--- src/rtl/usb_pkg.sv ---
`default_nettype none
// ============================================================================
// Module      : usb_pkg
// Description : Shared USB transmit definitions: PID codes, the transmit
//               arbiter state encoding and the PID-byte helper.
// Revision    : 1.0 - initial release
// ============================================================================
package usb_pkg;

    // Token-less PIDs used by the transmit arbiter (4-bit codes).
    localparam logic [3:0] c_PID_ACK   = 4'b0010;
    localparam logic [3:0] c_PID_NAK   = 4'b1010;
    localparam logic [3:0] c_PID_STALL = 4'b1110;
    localparam logic [3:0] c_PID_DATA0 = 4'b0011;
    localparam logic [3:0] c_PID_DATA1 = 4'b1011;

    // Transmit arbiter states.
    typedef enum logic [2:0] {
        ST_IDLE  = 3'd0,
        ST_START = 3'd1,
        ST_PID   = 3'd2,
        ST_DATA  = 3'd3,
        ST_STOP  = 3'd4,
        ST_GAP   = 3'd5
    } arb_state_t;

    // On the wire a PID byte carries the check nibble (inverted PID) on top.
    function automatic logic [7:0] pid_byte(input logic [3:0] pid);
        return {~pid, pid};
    endfunction

endpackage : usb_pkg
`default_nettype wire

--- src/rtl/usb_cycle_timer.sv ---
`default_nettype none
// ============================================================================
// Module      : usb_cycle_timer
// Description : Saturating up-counter. Reset and load clear it; enable
//               advances it; expired is high on the LIMIT-th enabled cycle
//               and stays high until the next load.
// Revision    : 1.0 - initial release
// ============================================================================
module usb_cycle_timer #(
    parameter int LIMIT = 8
) (
    input  logic clk,
    input  logic rst_n,
    input  logic load,
    input  logic enable,
    output logic expired
);

    localparam int             c_WIDTH = (LIMIT > 1) ? $clog2(LIMIT) : 1;
    localparam logic [c_WIDTH-1:0] c_LAST = c_WIDTH'(LIMIT - 1);

    logic [c_WIDTH-1:0] r_count;

    assign expired = (r_count == c_LAST);

    // Count enabled cycles, holding at the terminal value.
    always_ff @(posedge clk or negedge rst_n) begin
        if (!rst_n) begin
            r_count <= '0;
        end else if (load) begin
            r_count <= '0;
        end else if (enable && !expired) begin
            r_count <= r_count + 1'b1;
        end
    end

endmodule : usb_cycle_timer
`default_nettype wire

--- src/rtl/usb_tx_arbiter.sv ---
`default_nettype none
// ============================================================================
// Module      : usb_tx_arbiter
// Description : Arbitrates the ULPI transmit path between a handshake source
//               (fixed priority) and a data-packet source, framing each
//               transfer with start/stop pulses and enforcing an inter-packet
//               gap. Optional build macro USB_TX_ARB_TIMEOUT_EN adds an abort
//               when the transmit path stalls for TIMEOUT_CYCLES cycles.
// Revision    : 1.0 - initial release
// ============================================================================
module usb_tx_arbiter
    import usb_pkg::*;
#(
    parameter int IPG_CYCLES     = 8,
    parameter int TIMEOUT_CYCLES = 1024
) (
    input  logic       USB_CLKIN,
    input  logic       NRST,
    input  logic       rx_busy,
    input  logic       hs_req,
    input  logic [3:0] hs_pid,
    output logic       hs_done,
    output logic       hs_fail,
    input  logic       pkt_req,
    input  logic [3:0] pkt_pid,
    input  logic       pkt_zlp,
    input  logic [7:0] pkt_data,
    input  logic       pkt_last,
    output logic       pkt_strb,
    output logic       pkt_done,
    output logic       pkt_fail,
    output logic [7:0] tx_data,
    output logic       tx_start_stop,
    input  logic       tx_strb,
    input  logic       tx_fail
);

    if (IPG_CYCLES < 1 || TIMEOUT_CYCLES < 1) begin : g_param_check
        $error("usb_tx_arbiter: IPG_CYCLES and TIMEOUT_CYCLES must be >= 1");
    end

    arb_state_t r_state;
    arb_state_t w_next_state;

    logic       r_owner_hs;
    logic [3:0] r_pid;
    logic       r_zlp;

    logic w_active;
    logic w_grant;
    logic w_gap_load;
    logic w_gap_enable;
    logic w_gap_expired;
    logic w_timeout;

    assign w_active = (r_state == ST_PID) || (r_state == ST_DATA);

    // The gap timer runs in IDLE as well, so the first grant after reset
    // also waits a full inter-packet gap. Receive activity restarts it.
    assign w_gap_enable = (r_state == ST_IDLE) || (r_state == ST_GAP);
    assign w_gap_load   = !w_gap_enable || rx_busy;

    assign w_grant = (r_state == ST_IDLE) && !rx_busy && w_gap_expired
                   && (hs_req || pkt_req);

    usb_cycle_timer #(
        .LIMIT   (IPG_CYCLES)
    ) u_gap_timer (
        .clk     (USB_CLKIN),
        .rst_n   (NRST),
        .load    (w_gap_load),
        .enable  (w_gap_enable),
        .expired (w_gap_expired)
    );

`ifdef USB_TX_ARB_TIMEOUT_EN
    logic w_to_expired;

    // Counts consecutive PID/DATA cycles without a transmit strobe.
    usb_cycle_timer #(
        .LIMIT   (TIMEOUT_CYCLES)
    ) u_timeout_timer (
        .clk     (USB_CLKIN),
        .rst_n   (NRST),
        .load    (!w_active || tx_strb),
        .enable  (w_active),
        .expired (w_to_expired)
    );

    assign w_timeout = w_active && !tx_strb && w_to_expired;
`else
    assign w_timeout = 1'b0;
`endif

    // State register.
    always_ff @(posedge USB_CLKIN or negedge NRST) begin
        if (!NRST) begin
            r_state <= ST_IDLE;
        end else begin
            r_state <= w_next_state;
        end
    end

    // Capture the winning requester at grant; later request changes are ignored.
    always_ff @(posedge USB_CLKIN or negedge NRST) begin
        if (!NRST) begin
            r_owner_hs <= 1'b0;
            r_pid      <= 4'd0;
            r_zlp      <= 1'b0;
        end else if (w_grant) begin
            r_owner_hs <= hs_req;
            r_pid      <= hs_req ? hs_pid : pkt_pid;
            r_zlp      <= hs_req ? 1'b0 : pkt_zlp;
        end
    end

    // Next-state logic.
    always_comb begin
        w_next_state = r_state;
        case (r_state)
            ST_IDLE: begin
                if (w_grant) begin
                    w_next_state = ST_START;
                end
            end
            ST_START: begin
                w_next_state = ST_PID;
            end
            ST_PID: begin
                if (tx_fail || w_timeout) begin
                    w_next_state = ST_GAP;
                end else if (tx_strb) begin
                    w_next_state = (r_owner_hs || r_zlp) ? ST_STOP : ST_DATA;
                end
            end
            ST_DATA: begin
                if (tx_fail || w_timeout) begin
                    w_next_state = ST_GAP;
                end else if (tx_strb && pkt_last) begin
                    w_next_state = ST_STOP;
                end
            end
            ST_STOP: begin
                w_next_state = ST_GAP;
            end
            ST_GAP: begin
                if (w_gap_expired && !rx_busy) begin
                    w_next_state = ST_IDLE;
                end
            end
            default: begin
                w_next_state = ST_IDLE;
            end
        endcase
    end

    // Output decode; every output is zero in IDLE, hence zero during reset.
    always_comb begin
        tx_data       = 8'd0;
        tx_start_stop = 1'b0;
        hs_done       = 1'b0;
        hs_fail       = 1'b0;
        pkt_strb      = 1'b0;
        pkt_done      = 1'b0;
        pkt_fail      = 1'b0;
        case (r_state)
            ST_START: begin
                tx_data       = pid_byte(r_pid);
                tx_start_stop = 1'b1;
            end
            ST_PID, ST_DATA: begin
                tx_data       = (r_state == ST_PID) ? pid_byte(r_pid) : pkt_data;
                // A transmit-path abort suppresses the stop pulse; a timeout
                // still closes the frame.
                tx_start_stop = w_timeout && !tx_fail;
                hs_fail       = r_owner_hs && (tx_fail || w_timeout);
                pkt_fail      = !r_owner_hs && (tx_fail || w_timeout);
                pkt_strb      = (r_state == ST_DATA) && tx_strb && !tx_fail;
            end
            ST_STOP: begin
                tx_start_stop = 1'b1;
                hs_done       = r_owner_hs;
                pkt_done      = !r_owner_hs;
            end
            default: begin
                tx_data = 8'd0;
            end
        endcase
    end

endmodule : usb_tx_arbiter
`default_nettype wire

--- config.mk ---
export PLATFORM = sky130hd
export DESIGN_NAME = usb_tx_arbiter
export DESIGN_NICKNAME = d
export VERILOG_FILES = /design/src/rtl/usb_pkg.sv /design/src/rtl/usb_cycle_timer.sv /design/src/rtl/usb_tx_arbiter.sv
export SDC_FILE = /design/constraint.sdc
export NUM_CORES = 1
export LEC_CHECK = 0
export CORE_ASPECT_RATIO = 1.2
export CORE_MARGIN = 2
export CORE_UTILIZATION = 41
export CTS_CLUSTER_DIAMETER = 40
export DETAILED_ROUTE_END_ITERATION = 6
export HOLD_SLACK_MARGIN = 0.12
export PLACE_DENSITY = 0.85
export SETUP_SLACK_MARGIN = 0.4
export SYNTH_ARGS = -nofsm -noshare
export SYNTH_HDL_FRONTEND = slang
export SYNTH_SLANG_ARGS = --single-unit
--- constraint.sdc ---
create_clock -name USB_CLKIN -period 1.8 [get_ports USB_CLKIN]
set_input_delay 0.18 -clock USB_CLKIN [delete_from_list [all_inputs] [get_ports USB_CLKIN]]
set_output_delay 0.18 -clock USB_CLKIN [all_outputs]
set_load 0.005 [all_outputs]
; ---- Word-level counts from Yosys, hierarchy flattened
; Cells that the tools add are included.
[word_totals]
regBits = 12
in_bits = 25
output_inout_bits = 14
[op_classes]
n_addsub = 1
eq_ne = 10
muxes = 20
n_bitwise = 1
reduce_logical = 24
[op_table]
columns = cell, count
row1 = 3-bit 2-to-1 mux, 9
row2 = 3-bit case mux with 6 select lines, 1
row3 = 8-bit case mux with 2 select lines, 1
row4 = 1-bit logical AND, 10
row5 = 3-bit equality test (second input constant), 3
row6 = 8-bit 2-to-1 mux, 1
row7 = 1-bit 2-to-1 mux, 7
row8 = 3-bit by 2-bit equality test with 1-bit output (second input constant), 2
row9 = 1-bit logical NOT, 5
row10 = 1-bit logical OR, 4
row11 = 4-bit 2-to-1 mux, 1
row12 = 4-bit NOT, 1
row13 = 4-bit AND reduction, 1
row14 = 2-bit OR reduction, 2
row15 = 3-bit by 1-bit adder with 3-bit output (second input constant), 1
row16 = 3-bit by 1-bit equality test with 1-bit output (second input constant), 1
row17 = 3-bit logical NOT, 1
row18 = 3-bit by 2-bit != test with 1-bit output (second input constant), 1
row19 = 3-bit != test (second input constant), 1
row20 = 2-bit by 1-bit != test with 1-bit output (second input constant), 1
row21 = 2-bit != test (second input constant), 1
row22 = 2-bit nonzero test, 1

; ---- Longest topological paths before layout
; Gate-level depths: netlist (run 1).
[logic_depth]
word_depth = 6
depth_mapped = 7

; ---- By module
; Synthesis (run 1) repeated with hierarchy kept, for this count alone.
[hier_totals]
hier_cells = 113
hier_area_um2 = 979.7
[by_module_without_submodules]
columns = mod, n_inst, cells_per_inst, area_each_um2, seq_area_each_um2
row1 = usb_tx_arbiter, 1, 98, 795.8, 225.2
row2 = usb_cycle_timer, 1, 15, 183.9, 75.1

; ---- Worst setup path after synthesis (run 1)
; No wires, ideal clock.
[synth_path]
path_kind = reg-to-reg
start = reg u_gap_timer.r_count[0]
end = reg r_owner_hs
setup_time_ns = 0.125
arrival_time_ns = 1.395
setup_slack_ns = 0.280
stages_incl_launch_ff = 6
path_buffers = 0
period_less_slack_ns = 1.520
cell_sequence = dfrtp_1 -> ha_1 -> ha_1 -> nand2b_1 -> nor3b_2 -> mux2_2
[synth_via]
elab_chain_cells = 3
[synth_lines]
columns = element, line
row1 = "start, declared", usb_cycle_timer.sv:22  ; logic [c_WIDTH-1:0] r_count;
row2 = "start signal, assigned", usb_cycle_timer.sv:33  ; r_count <= r_count + 1'b1;
row3 = 3-bit equality test, usb_cycle_timer.sv:24  ; assign expired = (r_count == c_LAST);
row4 = 1-bit logical AND, usb_tx_arbiter.sv:63  ; assign w_grant = (r_state == ST_IDLE) && !rx_busy && w_gap_expired
row5 = 1-bit logical AND, usb_tx_arbiter.sv:64  ; && (hs_req || pkt_req);
row6 = "end signal, assigned", usb_tx_arbiter.sv:111  ; r_owner_hs <= hs_req;
row7 = "end, declared", usb_tx_arbiter.sv:45  ; logic r_owner_hs;
; Every way passes these cells.
; A chain may end at the register's enable or synchronous reset.

; ---- Worst setup path after layout (run 1)
[layout_path]
start = reg r_state[0]
end = out tx_data[5]
[layout_via]
elab_chain_cells = 3
word_cells_on_any_way = 6
[layout_lines]
columns = element, line
row1 = "start, declared", usb_tx_arbiter.sv:42  ; arb_state_t r_state;
row2 = "start signal, assigned", usb_tx_arbiter.sv:100  ; r_state <= w_next_state;
row3 = "3-bit by 2-bit equality test with 1-bit output, on equally long branches", "usb_tx_arbiter.sv:166, usb_tx_arbiter.sv:172"
row4 = 8-bit 2-to-1 mux / 2-bit OR reduction (equally long branches), "usb_tx_arbiter.sv:172, usb_tx_arbiter.sv:166"
row5 = 8-bit case mux with 2 select lines (*), usb_tx_arbiter.sv:166  ; case (r_state)
row6 = "end, declared", usb_tx_arbiter.sv:32  ; output logic [7:0] tx_data,
; Mark *: on every way between the ends. The rest lies on a longest branch, timed or not.

==> results of run 1 <==
## cells in the final DEF, fill, tap and decap left out, drive strengths merged, types with 2 or more instances in the layout
master | Yosys | final
nand2 | 9 | 9
clkbuf | 1 | 4
ha | 2 | 2
a21oi | 11 | 11
nor2b | 2 | 2
mux2 | 3 | 3
o21ai | 7 | 7
buf | 8 | 45
mux2i | 7 | 7
xor2 | 2 | 2
clkdlybuf4s50 | 0 | 24
a22oi | 2 | 2
nand3 | 2 | 2
nor2 | 23 | 23
nand2b | 4 | 4
dfrtp | 12 | 12
inv | 2 | 2
## power groups by stage
stage / Combinational (mW) / Clock [mW] / Sequential (mW)
CTS: 1.26 / 0.160 / 0.373
detailed placement: 0.904 / 0 / 0.409
floorplan: 0.579 / 0 / 0.352
global placement: 0.871 / 0 / 0.404
global route: 1.73 / 0.173 / 0.380
finish: 1.65 / 0.154 / 0.380
## worst reg2reg max path, stage by stage, from the launching register on
cell and delay [ns]:
sky130_fd_sc_hd__dfrtp_2 0.45, sky130_fd_sc_hd__buf_6 0.15, sky130_fd_sc_hd__buf_6 0.12, sky130_fd_sc_hd__buf_6 0.11, sky130_fd_sc_hd__nor3_4 0.12, sky130_fd_sc_hd__nor3b_4 0.28, sky130_fd_sc_hd__mux2_4 0.33
## path summary, 6_finish.rpt
check | to | slack, ns | cells after the start
setup reg to reg | r_owner_hs$_DFFE_PN0P_ | 0.12 | 6
hold / removal | r_pid[0]$_DFFE_PN0P_ | 0.27 | 1
setup / recovery | tx_data[5] | 0.11 | 7
max in group asynchronous | r_state[2]$_DFFE_PN0P_ | 1.14 | 1
min in group USB_CLKIN | r_zlp$_DFFE_PN0P_ | 0.50 | 3
hold reg to reg | u_gap_timer.r_count[0]$_DFFE_PN0P_ | 0.57 | 2
## cell families (layout without fill, tap and decap cells)
kind of cell,Yosys count,after routing,synth area share (%)
AND/OR/NAND/NOR,49,49,27.1
AO/OA/AOI/OAI,25,25,16.0
flip-flops,12,12,33.1
buffers and inverters,11,75,6.63
multiplexers,10,10,11.5
XOR/XNOR,3,3,2.90
adder cells (fa/ha/maj),2,2,2.76
## metrics by stage
step                      power (mW)  area (µm²)
after global placement          1.27        1350
after global routing            2.29        1710
after CTS                       1.79        1540
final                           2.19        1710
after floorplan                0.931         928
after detailed placement        1.31        1350
## layer usage
layer	track usage (%)	up-vias	part of all wire, %
met4	15.1	0	4.8
met5	0	-	0
met2	40.3	63	52
li1	-	521	-
met3	3.27	19	4.8
met1	26.3	540	38
## timing repair
action                                  4_1_cts  5_1_grt
gates resized for setup                      79       32
cloned                                        1        1
buffers inserted                             19        4
hold buffers                                  0        0
pin swaps                                    17       19
endpoints found under the setup margin       23       23
## state kept, by name, indices dropped and copies added (netlist names)
name	cells
r_owner_hs	1
r_pid	4
r_state	3
r_zlp	1
u_gap_timer.r_count	3
## final cells by class
class / instances / area share [%]
Clock buffer: 3 / 1.32
Timing Repair Buffer: 70 / 35.6
Multi-Input combinational cell: 89 / 42.6
Sequential cell: 12 / 17.8
Tap cell: 30 / 2.20
Inverter: 2 / 0.440
==> results.md, run 1 <==
- The run finished with clean final reports.
- The number of top-level pins is 39.
- Wires add up to between 3000 and 4000 µm.
- During synthesis, Yosys emitted a total of 0 warnings.
- Entering global routing, the biggest net connects 13 pins.
- The insertion delay of the later-clocked pin in the worst-skew pair is between 0.2 and 0.3 ns.
- The signal on the critical path passes through buf_6 -> buf_6 -> nand2b_4 -> nor2_4 -> a21oi_2 -> nor2_1 -> buf_2.
- The number of synthesized register bits is 12.
- The global-route wire length before repair is 4620 µm.
- The gate count of the mapped netlist is 112.
- The finished layout holds between 200 and 250 standard cells, fillers aside.
- The net switching power is between 0.9 and 1 mW.
- The total instance count after detailed placement is approximately 180.
- The via count of the first global-routing pass is about 1,100.
- The clock transition at the registers of the reported paths is 0.07 ns.
- Setup slack closes at roughly 0.11 ns.
- The critical path's most frequent cell is sky130_fd_sc_hd__buf_6.
- In the global route stage, overall resource usage came out at between 20% and 30%.
- The number of different library cells used by synthesis comes to 33.
- The synthesized design contains 0 enable-type register cells.
- The most instantiated library cell after synthesis is sky130_fd_sc_hd__nor2_1.
- The slew at the pin with the worst max-slew slack is between 0.5 and 0.6 ns.
- The max-slew headroom at the worst pin is about 64%.
- The biggest area contributor in the post-synthesis netlist is sky130_fd_sc_hd__dfrtp_1.
- The post-synthesis sequential area ratio is 33.1%.
- The total global routing overflow is 0.
- The row count is 18.
- Synthesis produced a netlist with a net count of 139.
- Counting instances in the post-synthesis netlist gives the leading cell types as sky130_fd_sc_hd__nor2_1, sky130_fd_sc_hd__dfrtp_1, sky130_fd_sc_hd__a21oi_1, sky130_fd_sc_hd__nand2_1.
- The initial cell density of the core is between 40% and 50%.
- The worst slack on hold paths is approximately 0.27 ns.
- The die boundary height is about 55 µm.
- The number of inserted diodes is 0.
- The highest fanout seen on the critical path is 4.
- The total DRC errors in the routed layout is 0.
- The critical path startpoint is r_state[0]$_DFFE_PN0P_.
- The share of synthesized area in the top cell type comes to between 30% and 40%.
- Counting the buffers created by CTS gives 3.
- After routing, the total negative slack on setup checks comes to 0 ns.
- The path type of the worst setup path is register to output pin.
- The clock network burns ~7.0% of the power.
- The clock root buffer is sky130_fd_sc_hd__clkbuf_4.
- The depth of the CTS H-tree is 1.
- Once layout is complete, the utilization of the core stands at 82.3%.
- The area taken by multi-input logic gates is about 730 µm².
- The required arrival time at the worst endpoint is approximately 1.6 ns.
- In this run the power density over the cells is 1280 nW/µm².
- The shortest clock period the worst path allows after layout is ~1.7 ns.
- The floorplan step defined a die boundary enclosing around 2600 µm².
- The family of cells with the greatest summed delay on the critical path is flip-flops.
- The combinational cell fraction of total power is between 70% and 80%.
- The critical path contains buffers and inverters numbering 3 combined.
- The largest single stage delay on the critical path is between 0.4 and 0.5 ns.
- In this run the critical register-to-register path is launched from r_state[1]$_DFFE_PN0P_.
- From left edge to right edge, the die measures about 47 µm.
- The congestion estimate from routability-driven global placement came to between 0.7 and 0.8.
- The tool flagged a number of max-cap violations equal to 0.
- The iteration count of the initial detailed-routing pass is 5.
- The type of element capturing the critical path is an output pin.
- The number of buffers inserted by port buffering is 38.
- The type of the tightest min-delay check is input pin to async pin.
- STA classifies the critical path startpoint as a register.
- The count of filler cells inserted in the layout is between 100 and 150.
- The netlist area before placement is about 910 µm².
- Detailed placement ended at an HPWL of ~1700 µm.
- Sorting the synthesized cells by area gives the leading types as sky130_fd_sc_hd__dfrtp_1, sky130_fd_sc_hd__nor2_1, sky130_fd_sc_hd__mux2i_1.
- The number of antenna violations at the first check in global routing was 0.
- Timing would allow up to ~590 MHz.
- For this design, the slowest cell found on the critical path is sky130_fd_sc_hd__dfrtp_2.
- Setup violations remaining at the end of the flow were counted as 0.
- The sequential cell fraction of total power is ~17%.
- The mean instance size in the synthesized netlist is 8.09 µm².
- The post-placement worst setup slack is roughly 0.11 ns.
- In this run switching power makes up between 40% and 50% of total power.
- From synthesis to final layout, the design area changed by 88.3%.
- The number of sinks handled by clock tree synthesis is 12.
- Counting flops with an async set or reset pin after synthesis yields a share of 100%.
- Between clock sinks in the finished design, the worst skew comes to around 0.0040 ns.
- The post-detailed-route via-to-cell ratio is 5.55.
- The area of the core is about 2100 µm².
- In the final layout, the share of cells above drive strength 1 is a little under 50%.
- The most common flop cell mapped by yosys is sky130_fd_sc_hd__dfrtp_1.
- Setup repair after global routing could not meet its margin everywhere.
- The TritonCTS clock tree is built.
- The area taken by flip-flops and latches is slightly above 300 µm².
- The number of max-slew violations in the final report is 0.
- The routed length per placed instance is 17.6 µm.
- After layout, the worst path uses roughly 94% of the clock period.
- The number of nets in the layout is approximately 200.
- The leakage power is just under 0.8 nW.
- The residual antenna-violating net count after detailed routing is 0.
- The final-report hold violation count was 0.
- The via count is between 1,000 and 1,500.
- Across the VDD grid, the largest voltage drop is around 0.91 mV.
- The number of DRC markers in iteration 0 is 42.
- Counting along the longest clock path gives a buffer depth of 2.
- The internal power of the cells totals 1.29 mW.
- The arrival time of the worst setup path is roughly 1.5 ns.
Power figures use the tool's default switching activity.
==> run 2: changes to the inputs <==
- CAP_MARGIN: default -> 25
- CORE_UTILIZATION: 41 -> 37
- PLACE_DENSITY: 0.85 -> 0.81
- SETUP_SLACK_MARGIN: 0.4 -> 0.02
- clock period: 1.8 -> 1.5 ns (I/O delays scaled with it)
==> run 2 against run 1 <==
Against the previous run: the flow now finishes with violations (setup timing); worst hold slack got worse by 0.047 ns; worst setup slack got worse by 0.25 ns; design area shrank 2.2%; first-iteration DRC count is 7.1% lower; sequential cell count unchanged; critical path depth shrank 1; combinational power rose by 7%; highest routed layer unchanged.
==> results.md, run 2 (synthesis gave the netlist of run 1 again) <==
- The number of DRC markers in iteration 0 is 39.
- The sequential cell fraction of total power is about a fifth.
- The type of the tightest min-delay check is input pin to async pin.
- 39 I/O pins were placed.
- The library cells used most frequently in the layout, excluding fill and tap cells, are sky130_fd_sc_hd__clkdlybuf4s50_1, sky130_fd_sc_hd__nor2_1, sky130_fd_sc_hd__buf_4.
- The final wirelength is 3170 µm.
- The family of cells with the greatest summed delay on the critical path is flip-flops.
- The type of element capturing the critical path is a register.
- The number of sinks handled by clock tree synthesis is 12.
- The finished cells cover approximately 1700 µm².
- The row count is 19.
- For this design the static power due to leakage is 0.752 nW.
- The number of flip-flops under the largest register name is 4.
- The largest stage delay on the critical path is about 0.44 ns.
- The count of nets left with antenna violations once routing finished came out at 0.
- The shortest clock period the worst path allows after layout is ~1.6 ns.
- The post-detailed-route via-to-cell ratio is approximately 5.2.
- The library cell used most frequently in the layout, excluding fill and tap cells, is sky130_fd_sc_hd__clkdlybuf4s50_1.
- The largest register by flop count is r_pid.
- The critical path contains buffers and inverters numbering 3 combined.
- The total global routing track utilization is 21.5%.
- The worst setup path is launched from a register.
- In the final layout, the registers with the most flip-flops are r_pid (4), r_state (3), u_gap_timer.r_count (3).
- The number of inserted diodes is 0.
- The total die area is around 2900 µm².
- The number of antenna violations at the first check in global routing is 0.
- The arrival time of the worst setup path is approximately 1.8 ns.
- Clock tree synthesis selected as its root buffer the cell sky130_fd_sc_hd__clkbuf_4.
- The floorplan step defined a core boundary enclosing between 2000 and 2500 µm².
- The path depth of the worst reg2reg path is 6.
- Setup repair after global routing could not meet its margin everywhere.
- The final-report hold violation count came to 0.
- The die boundary height is 58.2 µm.
- Setup violations remaining at the end of the flow were counted as 16.
- The slowest library cell on the worst path is sky130_fd_sc_hd__dfrtp_2.
- The net switching power is ~1 mW.
- The critical path's most frequent cell is sky130_fd_sc_hd__buf_6.
- The checks that failed: setup timing.
- The first TritonRoute pass finished after 4 iterations.
- After global routing the overflow that remains totals 0.
- The depth of the CTS H-tree is 1.
- In this run, the combinational gates consume ~71% of the power.
- The cell area after placement is between 1000 and 1500 µm².
- The design draws approximately 2.5 mW.
- The internal power is about 1.5 mW.
- The synthesis-to-layout area growth is 84.1%.
- The TritonCTS clock tree is built.
- The portion of total power attributed to the clock network is about a tenth.
- The fraction of layout instances using a drive strength above 1 is between 40% and 50%.
- The via count is 1,046.
- After clock tree synthesis, the clock-pin slew on the worst setup and hold paths is about 0.080 ns.
- The global-route wire length before repair is roughly 4700 µm.
- In this run switching power makes up roughly two fifths of total power.
- The via count of the first global-routing pass is 1,051.
- After clock tree synthesis, the flow added hold-fix buffers numbering 0.
- The clock reaches the later pin of the worst-skew pair after ~0.27 ns.
- The die width is roughly 50 µm.
- Static timing analysis puts the maximum clock frequency at approximately 600 MHz.
- The number of buffers inserted by port buffering is 38.
- The number of maximum-capacitance violations is 0.
- The slack of the worst reg-to-reg path is -0.14 ns.
- The final critical path takes up 109% of the cycle.
- The routed length per placed instance is 15.7 µm.
- The worst ir drop on vdd is ~0.81 mV.
- The worst register-to-register path ends at r_owner_hs$_DFFE_PN0P_.
- The clock tree buffer depth is 2.
- The number of max-slew violations in the final report came to 0.
- For this design the ratio of total power to cell area is 1490 nW/µm².
- In this run the critical register-to-register path is launched from r_state[1]$_DFFE_PN0P_.
- The total CTS buffers is 3.
- After detailed routing, the number of remaining DRC violations is 0.
- The path type of the worst setup path is register to register.
- The max-slew headroom at the worst pin is between 60 and 70%.
- The final weighted congestion in routability-driven placement is about 0.81.
- Once detailed placement completed, the half-perimeter wirelength came to 1820 µm.
- Of all nets on the critical path, the largest fanout is 7.
- For the worst setup path, the data required time is approximately 1.7 ns.
- The run finished, with violations left.
- The number of nets in the layout is roughly 200.
- The setup slack of the critical path after layout is -0.138 ns.
- Walking the worst path, the cells encountered are buf_6 -> buf_8 -> buf_6 -> nor3_4 -> nor3b_4 -> mux2_4.
- The clock arrives with 0.00446 ns of skew.
- The initial cell density of the core is around two fifths.
- The slew at the pin with the worst max-slew slack is roughly 0.53 ns.
- The count of filler cells inserted in the layout is about 160.
- The pin count of the biggest net entering global routing is 13.
[run 2: layout make-up]
cell class                 count  area (µm²)  share of cell area, %
multi-input combinational     89         719                   43.1
timing repair buffer          63         562                   33.7
sequential                    12         304                   18.2
tap                           31        38.8                   2.33
clock buffer                   4        36.3                   2.18
inverter                       2        7.51                  0.450
[run 2: what timing repair did]
action,CTS,global route
endpoints found under the setup margin,22,23
buffers inserted,9,3
resized for setup,92,23
pin swaps,15,10
[run 2: power groups by stage]
stage | logic [mW] | clock network, mW | registers [mW]
finish | 1.76 | 0.254 | 0.475
global route | 1.89 | 0.281 | 0.484
CTS | 1.45 | 0.263 | 0.473
detailed placement | 1.16 | 0 | 0.492
global placement | 1.13 | 0 | 0.484
floorplan | 0.692 | 0 | 0.421
[run 2: how the worst max path moves through the flow]
| stage | start | to | slack [ns] | depth (start not counted) |
|---|---|---|---|---|
| 3_5_place_dp | r_state[1]$_DFFE_PN0P_ | pkt_fail | -0.20 | 5 |
| 6_report | r_state[1]$_DFFE_PN0P_ | r_owner_hs$_DFFE_PN0P_ | -0.14 | 6 |
| 5_1_grt | r_state[1]$_DFFE_PN0P_ | r_pid[3]$_DFFE_PN0P_ | -0.23 | 8 |
| 3_3_place_gp | r_state[1]$_DFFE_PN0P_ | pkt_fail | -0.13 | 5 |
| 4_1_cts | r_state[1]$_DFFE_PN0P_ | tx_data[2] | -0.1 | 5 |
| 2_1_floorplan | u_gap_timer.r_count[0]$_DFFE_PN0P_ | r_owner_hs$_DFFE_PN0P_ | 0.02 | 5 |
[run 2: worst reg2reg max path, delay by kind of cell, from the launching register on]
family	cells	cell delay, ns
DFF	1	0.44
and+or+nand+nor	2	0.39
buffers and inverters	3	0.36
muxes	1	0.32
[run 2: per-layer routing]
metal / vias up / global-route usage (%) / wire [µm] / part of all wire (%)
li1: 507 / - / - / -
met1: 499 / 24.1 / 1210 / 38
met2: 34 / 40.0 / 1740 / 55
met3: 6 / 3.09 / 147 / 4.6
met4: 0 / 10.2 / 63 / 2.0
met5: - / 0 / 0 / 0
[run 2: per-stage QoR]
stage          utilization (%)  setup TNS, ns  setup slack [ns]  hold slack (ns)  std cells
6_report                  72.3          -1.12            -0.138            0.222        201
3_5_place_dp              60.1          -2.02            -0.198            0.526        185
4_1_cts                   67.3         -0.838           -0.0960            0.228        198
3_3_place_gp              60.1          -1.36            -0.132            0.516        185
2_1_floorplan                -              0            0.0209           -0.146        112
5_1_grt                   72.3          -2.68            -0.226            0.253        201
